## src/rtl/mux_scan_nx1.sv

```systemverilog
// Registered N:1 channel multiplexer with valid/ready output, manual select or timed scan.
// Optional macro MUX_PARITY_EN adds a registered even-parity output 'par' alongside Y.
module mux_scan_nx1 #(
    parameter int N     = 16,
    parameter int W     = 8,
    parameter int DWELL = 4,
    localparam int SELW = $clog2(N)
) (
    input  logic              clk,
    input  logic              rst,
    input  logic [N*W-1:0]    A,
    input  logic [SELW-1:0]   sel,
    input  logic              mode,
    input  logic              en,
    input  logic              ready,
    output logic [W-1:0]      Y,
    output logic [SELW-1:0]   ch,
    output logic              valid,
`ifdef MUX_PARITY_EN
    output logic              par,
`endif
    output logic              err,
    output logic              wrap
);

    localparam int DCW = (DWELL > 1) ? $clog2(DWELL) : 1;
    localparam logic [SELW-1:0] LAST_CH      = SELW'(N - 1);
    localparam logic [DCW-1:0]  DWELL_RELOAD = DCW'(DWELL - 1);

    logic [W-1:0]    y_q, y_d;
    logic [SELW-1:0] ch_q, ch_d;
    logic [SELW-1:0] ptr_q, ptr_d;
    logic [DCW-1:0]  dwell_q, dwell_d;
    logic            valid_q, valid_d;
    logic            err_q, err_d;
    logic            wrap_q, wrap_d;
    logic            mode_q;
    logic            par_q, par_d;

    logic [SELW-1:0] pick_idx;
    logic [W-1:0]    pick_data;
    logic            pick_hit;
    logic            free, mode_chg, dwell_zero, man_cap, scan_cap, capture;

    // Decode by comparison so an out-of-range sel yields zero data and no hit.
    always_comb begin
        pick_idx  = mode ? ptr_q : sel;
        pick_data = '0;
        pick_hit  = 1'b0;
        for (int k = 0; k < N; k++) begin
            if (pick_idx == SELW'(k)) begin
                pick_data = A[k*W +: W];
                pick_hit  = 1'b1;
            end
        end
    end

    assign free       = !valid_q || ready;
    assign mode_chg   = mode ^ mode_q;
    assign dwell_zero = (dwell_q == '0);
    assign man_cap    = !mode && !mode_chg && en && free;
    assign scan_cap   = mode && !mode_chg && dwell_zero && en && free;
    assign capture    = man_cap || scan_cap;

    always_comb begin
        y_d     = y_q;
        ch_d    = ch_q;
        ptr_d   = ptr_q;
        dwell_d = dwell_q;
        valid_d = valid_q;
        err_d   = err_q;
        par_d   = par_q;
        wrap_d  = 1'b0;

        if (mode_chg) begin
            ptr_d   = '0;
            dwell_d = '0;
        end else if (mode) begin
            // A stalled scan holds ptr at dwell==0, so no channel is skipped.
            if (!dwell_zero) begin
                dwell_d = dwell_q - DCW'(1);
            end else if (scan_cap) begin
                dwell_d = DWELL_RELOAD;
                ptr_d   = (ptr_q == LAST_CH) ? '0 : ptr_q + SELW'(1);
                wrap_d  = (ptr_q == LAST_CH);
            end
        end

        if (capture) begin
            y_d     = pick_data;
            ch_d    = pick_idx;
            err_d   = !pick_hit;
            par_d   = ^pick_data;
            valid_d = 1'b1;
        end else if (ready) begin
            valid_d = 1'b0;
        end
    end

    always_ff @(posedge clk) begin
        if (rst) begin
            y_q     <= '0;
            ch_q    <= '0;
            ptr_q   <= '0;
            dwell_q <= '0;
            valid_q <= 1'b0;
            err_q   <= 1'b0;
            wrap_q  <= 1'b0;
            par_q   <= 1'b0;
            // Track the live mode so leaving reset is not seen as a mode change.
            mode_q  <= mode;
        end else begin
            y_q     <= y_d;
            ch_q    <= ch_d;
            ptr_q   <= ptr_d;
            dwell_q <= dwell_d;
            valid_q <= valid_d;
            err_q   <= err_d;
            wrap_q  <= wrap_d;
            par_q   <= par_d;
            mode_q  <= mode;
        end
    end

    assign Y     = y_q;
    assign ch    = ch_q;
    assign valid = valid_q;
    assign err   = err_q;
    assign wrap  = wrap_q;
`ifdef MUX_PARITY_EN
    assign par   = par_q;
`else
    logic unused_par;
    assign unused_par = par_q;
`endif

endmodule

```

## config.mk

```make
export PLATFORM = sky130hd
export DESIGN_NAME = mux_scan_nx1
export DESIGN_NICKNAME = d
export VERILOG_FILES = /design/src/rtl/mux_scan_nx1.sv
export SDC_FILE = /design/constraint.sdc
export NUM_CORES = 1
export LEC_CHECK = 0
export CORE_ASPECT_RATIO = 0.8
export CORE_MARGIN = 5
export CORE_UTILIZATION = 42
export CTS_CLUSTER_DIAMETER = 80
export DETAILED_ROUTE_END_ITERATION = 16
export GPL_TIMING_DRIVEN = 0
export PLACE_DENSITY = 0.88
export RECOVER_POWER = 100
export SLEW_MARGIN = 20
export SYNTH_ARGS = -nofsm -noshare
export SYNTH_HDL_FRONTEND = slang
export SYNTH_SLANG_ARGS = --single-unit
```

## constraint.sdc

```tcl
create_clock -name clk -period 4.7 [get_ports clk]
set_input_delay 1.41 -clock clk [delete_from_list [all_inputs] [get_ports clk]]
set_output_delay 1.41 -clock clk [all_outputs]
set_load 0.01 [all_outputs]
```

; ---- Yosys cells after proc, flatten, opt, wreduce, memory -nomap -nowiden
; Cells that the tools add are included.
[totals]
regBits = 22
input_bits = 137
wordCells = 89
[op_classes]
add_sub_neg = 2
n_eq_ne = 17
muxes = 38
n_bitwise = 4
n_reduce_logical = 20
[op_table]
columns = cell, n
row1 = 2-to-1 mux 8 bit, 16
row2 = "equality test 4 bit, second input constant", 9
row3 = 2-to-1 mux 1 bit, 18
row4 = "equality test 4 x 3 -> 1 bit, second input constant", 4
row5 = "equality test 4 x 2 -> 1 bit, second input constant", 2
row6 = 2-to-1 mux 4 bit, 2
row7 = logical AND 1 bit, 7
row8 = OR reduction 5 bit, 1
row9 = "adder 4 x 1 -> 4 bit, second input constant", 1
row10 = "equality test 4 x 1 -> 1 bit, second input constant", 1
row11 = zero test 1 bit, 4
row12 = zero test 4 bit, 1
row13 = 2-to-1 mux 2 bit, 2
row14 = NOT 1 bit, 3
row15 = AND reduction 3 bit, 1
row16 = zero test 2 bit, 1
row17 = logical OR 1 bit, 2
row18 = "!= test 2 x 1 -> 1 bit, second input constant", 1
row19 = AND reduction 2 bit, 1
row20 = nonzero test 2 bit, 1
row21 = OR reduction 2 bit, 1
row22 = "subtractor 2 x 1 -> 2 bit, second input constant", 1
row23 = bitwise XOR 1 bit, 1

; ---- Depth between registers and ports, before layout
; Gate-level depths: netlist of run 1.
[depth]
word_depth = 19
ltp_mapped = 10
ltp_nobuf = 8

; ---- Worst setup path after synthesis of run 1
; Ideal clock, no wire load.
[synth_timing]
path_type = input -> register
start = in sel[0]
end = reg y_q[7], in the netlist Y[7]
arrival_ns = 3.020
required_ns = 4.588
path_slack_ns = 1.568
cell_stages = 7
path_buffers = 2
cell_sequence = buf_2 mux2_4 buf_4 nor3_1 a221oi_1 or4_1 a2111oi_1
[synth_between]
elab_chain_len = 18
elab_cells_between_ends = 33
[synth_rtl]
columns = item, line
row1 = from (decl), 12  ; input logic [SELW-1:0] sel,
row2 = 2-to-1 mux 4 bit (*), 47  ; pick_idx = mode ? ptr_q : sel;
row3 = zero test 4 bit, 51  ; if (pick_idx == SELW'(k)) begin
row4 = 2-to-1 mux 8 bit (15 in a row), 51
row5 = 2-to-1 mux 8 bit (*), 51
row6 = to (signal assigned), 113  ; y_q <= y_d;
row7 = to (decl), 30  ; logic [W-1:0] y_q, y_d;
; Every way passes the cells marked *; elsewhere a longest branch is shown, timed or not.
; A chain may end at the register's enable or synchronous reset.

; ---- Worst setup path after layout of run 1
[layout_timing]
start = in mode
end = reg y_q[5], in the netlist Y[5]
[layout_between]
elab_chain_len = 18
elab_cells_between_ends = 44
[layout_rtl]
columns = item, line
row1 = from (decl), 13  ; input logic mode,
row2 = 2-to-1 mux 4 bit, 47
row3 = zero test 4 bit, 51
row4 = 2-to-1 mux 8 bit (16 in a row), 51
; Parallel ways exist; a longest one is shown, timed or not.

==> flow_metrics.tcl, run 1 <==
set metrics [dict create \
    cp.required_ns 4.84 \
    postRouteAntennaNets 0 \
    synthTopCellsByArea "dfxtp_1, mux2i_1, nand2_1, a21oi_1, nor3_1" \
    synth.most_common_cell "nand2_1" \
    ys_seq_elements 22 \
    hold_buffers 0 \
    synth_top_cell_area_share_pct 17.24 \
    yosys.area.top_type "dfxtp_1" \
    cts_buffers 3 \
    worst_skew_pair.late_latency_ns 0.28 \
    drt_iter0_drc 454 \
    power_leakage_nw 1.571 \
    synthAdderAreaFrac_pct 1.959 \
    core_um2 5912 \
    start_kind "primary input" \
    tightest_slew_ns 0.9506 \
    worst-path-stages 9 \
    grtUsageTotal_pct 29.99 \
    rows 25 \
    synthArstFlopShare_pct 0 \
    antenna_found_initial 0 \
    clockBufferDepth 2 \
    die_area_um2 7753 \
    path_cells "dlygate4sd3_1 -> buf_6 -> clkbuf_1 -> clkbuf_1 -> o21ai_1 -> a32oi_1 -> o311ai_0 -> a222oi_1 -> o22ai_1" \
    grt_max_degree 14 \
    synth_edf_count 0 \
    dieWidth_um 97.20 \
    fin_tns_setup_ns 0 \
    syn_area_um2 2555 \
    worst-path-buf-inv 4 \
    gr-total-overflow 0 \
    hold_class "reg2reg" \
    reg2reg_depth 8 \
    setup_viol 0 \
    hold_violations 0 \
    cpMaxStageDelayCell "dlygate4sd3_1" \
    crit_top_cell "clkbuf_1" \
    holdCritStartpoint "dwell_q[1]" \
    period_needed_ns 4.394 \
    port_buffers 151 \
    worstSetupEndpointType "register" \
    cp.arrival_ns 4.54 \
    vias_per_cell 6.176 \
    ys_types 60 \
    seq_area_frac_synth_pct 17.24 \
    cts_setup_buffers 0 \
    synth.cells.most_frequent "nand2_1, a21oi_1, nor2_1, nor3_1, o21ai_0" \
    rsz0062_at_grt "no" \
    power.switching_w 0.0002193 \
    io_pins 152 \
    synth_top_family_by_area "compound AO/OA/AOI/OAI gates" \
    synth_compound_area_share_pct 34.52 \
    intPower_w 0.0004849 \
    drv_slew 0 \
    grt_pass1_vias 3575 \
    crit_fanout 10 \
    hpwl_mm 9.799 \
    synth_xor_area_share_pct 0.3428 \
    syn_avg_cell_area_um2 7.117 \
    crit_end "Y[5]" \
    combinationalPowerShare_pct 45.0 \
    power.density_nw_per_um2 166.5 \
    synthToLayoutAreaGrowth_pct 65.52 \
    rrSetupSlack_ns 1.73 \
    dr.pass1.iters 7 \
    wirelength_mm 12.22 \
    htreeDepth 1 \
    cts_tree "done" \
    drc 0 \
    relSlewSlack_pct 34.81 \
    wire_per_inst_um 20.53 \
    drive_gt1_share_pct 4.864 \
    p_clk_share_pct 26.4 \
    cp-startpoint "mode" \
    diodes 0 \
    max_stage_delay_ns 0.60 \
    dpl-instance-area_um2 4168 \
    die_h_um 79.76 \
    finalCritPeriodShare_pct 93.49 \
    peakVddDrop_mv 0.1826 \
    postSynthCellCount 359 \
    synthSimpleGateAreaFrac_pct 25.86 \
    path_clk_slew_ns 0.08 \
    max-cap-violations 0 \
    yosysWarnings 0 \
    place.gp.congestion 0.9435 \
    vias 3675 \
    grt_pass1_wl_mm 18.64 \
    cts.sinks 22 \
    nets 656 \
    synthMuxAreaShare_pct 13.32 \
    syn-num-nets 500 \
    r2r_start "ptr_q[1]" \
    r2r-end "Y[0]" \
    status "finished, final reports clean" \
    skew_ns 0.009953 \
    path_class "in2reg" \
    final_area_um2 4229 \
    cts_resized 0 \
    dominantRegCellSynth "dfxtp_1" \
    cp_top_family "buffers and inverters" \
    switching_share_pct 31.14 \
    p_seq_share_pct 28.6 \
    fmax_mhz 227.6 \
    hold_slack_ns 0.4813 \
    root_buffer "clkbuf_8" \
    initial_utilization_pct 43.22 \
]
==> per-layer routing <==
metal | GRT usage [%] | part of all wire [%]
met5 | 0 | 0
met4 | 9.116 | 2.4
met3 | 7.948 | 12
met2 | 48.42 | 45
met1 | 39.23 | 41
==> per-stage QoR <==
step	power (W)	setup WS [ns]	cells	utilization, %
floorplan	0.0003372	1.568	359	-
global placement	0.0005128	0.4934	591	70.50
detailed placement	0.0005180	0.3211	591	70.50
CTS	0.0007007	0.6297	595	71.70
global route	0.0007335	0.2261	595	71.53
finish	0.0007042	0.3061	595	71.53
==> power by group through the flow <==
stage | logic (W) | clock network (W) | registers (W)
finish | 0.000317 | 0.000186 | 0.000201
global route | 0.000336 | 0.000195 | 0.000202
CTS | 0.000315 | 0.000184 | 0.000201
detailed placement | 0.000313 | 0 | 0.000205
global placement | 0.000307 | 0 | 0.000205
floorplan | 0.000129 | 0 | 0.000208
==> cell usage in the layout, fill, tap and decap left out, types with 5 or more instances in the layout <==
cell type and count:
a21oi_1 29, nand3_1 15, nand2_1 40, o21a_1 6, clkbuf_1 17, inv_1 8
o211ai_1 6, nor2b_1 5, clkdlybuf4s50_1 135, nor3_1 26, o22ai_1 9, mux2i_1 22
buf_2 8, nand3b_1 6, a211oi_1 8, o21ai_0 23, dlygate4sd3_1 16, nor2_1 27
dfxtp_1 22
==> final cells by class <==
type | instances | area (um2)
Sequential cell | 22 | 440.4
Clock inverter | 1 | 30.03
Fill cell | 501 | 1683
Multi-Input combinational cell | 301 | 1941
Clock buffer | 3 | 41.29
Tap cell | 81 | 101.3
Timing Repair Buffer | 151 | 1511
Buffer | 28 | 133.9
Inverter | 8 | 30.03
==> kinds of logic (layout without fill, tap and decap cells) <==
family          Yosys count  in the layout
flops                    22             22
buf+inv                  36            191
compound gates          130            130
mux                      29             29
simple gates            137            137
fa+ha+maj                 4              4
xor+xnor                  1              1
==> worst min-delay path, stage by stage (launching register included) <==
cell      delay [ns]
dfxtp_1         0.31
inv_1           0.06
a211oi_1        0.07
==> worst min-delay path by stage <==
| stage | end | cells past startpoint |
|---|---|---|
| after floorplan | dwell_q[1] | 2 |
| after global placement | dwell_q[1] | 2 |
| after detailed placement | dwell_q[0] | 1 |
| after CTS | dwell_q[1] | 2 |
| after global routing | err | 1 |
| final | dwell_q[1] | 2 |
==> state kept, by name, summed over array words and instances, names as in the netlist <==
register,flops
ptr_q,4
err,1
dwell_q,2
mode_q,1
valid,1
Y,8
wrap,1
ch,4
No activity file was read; power rests on OpenSTA's default activity.
==> run 2, diff against run 1 <==
Settings changed: CORE_UTILIZATION 42 to 47, DONT_BUFFER_PORTS from default to 1, GPL_ROUTABILITY_DRIVEN from default to 0, PLACE_DENSITY 0.88 to 0.61.
==> run 2 against run 1 <==
Compared with the run above: clock-buffer cell count rose by 1; clock power fell by 25%; setup slack improved by 0.40 ns; hold slack improved by 0.0091 ns; clock skew fell by 0.0079 ns; wire length fell by 14%.
==> flow_metrics.tcl, run 2 (synthesized netlist as in run 1, its figures left out) <==
set metrics [dict create \
    status "finished, final reports clean" \
    diodes 0 \
    period_needed_ns 3.994 \
    power_leakage_nw 0.9295 \
    vias 2963 \
    dieWidth_um 92.43 \
    dr.pass1.iters 5 \
    start_kind "primary input" \
    tightest_slew_ns 1.071 \
    worstSetupEndpointType "register" \
    antenna_found_initial 0 \
    grt_max_degree 13 \
    port_buffers 0 \
    root_buffer "clkbuf_8" \
    final_area_um2 2666 \
    cts_resized 0 \
    io_pins 152 \
    nets 505 \
    synthToLayoutAreaGrowth_pct 4.359 \
    setup_viol 0 \
    cts.sinks 22 \
    rows 24 \
    mostFrequentLayoutCells "nand2_1, a21oi_1, nor2_1" \
    cts_tree "done" \
    largest_reg_flops 8 \
    clockBufferDepth 2 \
    drt_iter0_drc 347 \
    path_clk_slew_ns 0.08 \
    peakVddDrop_mv 0.1279 \
    cts_buffers 3 \
    max-cap-violations 0 \
    hold_slack_ns 0.4904 \
    finalCritPeriodShare_pct 84.98 \
    hold_violations 0 \
    die_area_um2 7020 \
    hold_buffers 0 \
    dpl-instance-area_um2 2640 \
    vias_per_cell 6.923 \
    drc 0 \
    grtUsageTotal_pct 27.98 \
    fmax_mhz 250.4 \
    hold_class "reg2reg" \
    cts_setup_buffers 0 \
    path_class "in2reg" \
    drive_gt1_share_pct 6.612 \
    finalPower_w 0.0005186 \
    postLayoutCoreUtil_pct 49.60 \
    relSlewSlack_pct 27.83 \
    grt_pass1_wl_mm 15.79 \
    gr-total-overflow 0 \
    postRouteAntennaNets 0 \
    hpwl_mm 8.304 \
    htreeDepth 1 \
    wire_per_inst_um 24.41 \
    cp.required_ns 4.84 \
    die_h_um 75.95 \
    cp.arrival_ns 4.13 \
    initial_utilization_pct 47.53 \
    crit_fanout 10 \
    skew_ns 0.002005 \
    power.density_nw_per_um2 194.5 \
    worst_skew_pair.late_latency_ns 0.26 \
    rsz0062_at_grt "no" \
    fin_tns_setup_ns 0 \
    grt_pass1_vias 2932 \
    layout_commonest_cell "nand2_1" \
    core_um2 5375 \
    drv_slew 0 \
    wirelength_mm 10.45 \
]
-- run 2: changes by cell type in the layout (fill, tap and decap cells not counted), moves of 2 or more --
cell,before,now
dlygate4sd3_1,16,0
clkdlybuf4s50_1,135,0
o21ai_0,23,25
o21ai_1,3,1
-- run 2: stage by stage --
step | instances | setup WS (ns)
floorplan | 359 | 1.568
global placement | 424 | 0.7830
detailed placement | 424 | 1.075
CTS | 428 | 1.336
global route | 428 | 0.6182
finish | 428 | 0.7061
-- run 2: layer usage --
metal / routed length (um) / global-route usage, % / share of wire, % / vias to the layer above
met4: 189 / 7.418 / 1.8 / 0
met5: 0 / 0 / 0 / -
met3: 1263 / 8.614 / 12 / 16
li1: - / - / - / 1372
met1: 4492 / 39.48 / 43 / 1386
met2: 4502 / 40.98 / 43 / 189
-- run 2: critical path: stages --
cell	delay, ns
buf_6	0.12
clkbuf_1	0.37
mux2i_1	0.37
clkbuf_1	0.49
nand3b_1	0.13
a2111oi_0	0.57
o31ai_1	0.22
a2111oi_0	0.45
-- run 2: path summary, 6_finish.rpt --
| path | start | end | slack [ns] | depth (start not counted) |
|---|---|---|---|---|
| max | mode | Y[4] | 0.71 | 8 |
| min reg2reg | dwell_q[1] | dwell_q[1] | 0.49 | 2 |
| max reg2reg | ptr_q[0] | Y[4] | 1.84 | 7 |
| min | dwell_q[1] | dwell_q[1] | 0.49 | 2 |
-- run 2: final cells by class --
type / instances / area (um2)
Sequential cell: 22 / 440.4
Fill cell: 570 / 2709
Clock buffer: 4 / 55.05
Multi-Input combinational cell: 301 / 1933
Inverter: 8 / 30.03
Buffer: 28 / 126.4
Tap cell: 65 / 81.33
-- run 2: where the power goes --
part | internal, W | switching (W) | total (W)
Clock | 0.0000747 | 0.0000648 | 0.000140
Combinational | 0.0000668 | 0.000106 | 0.000173
Sequential | 0.000196 | 0.0000108 | 0.000206
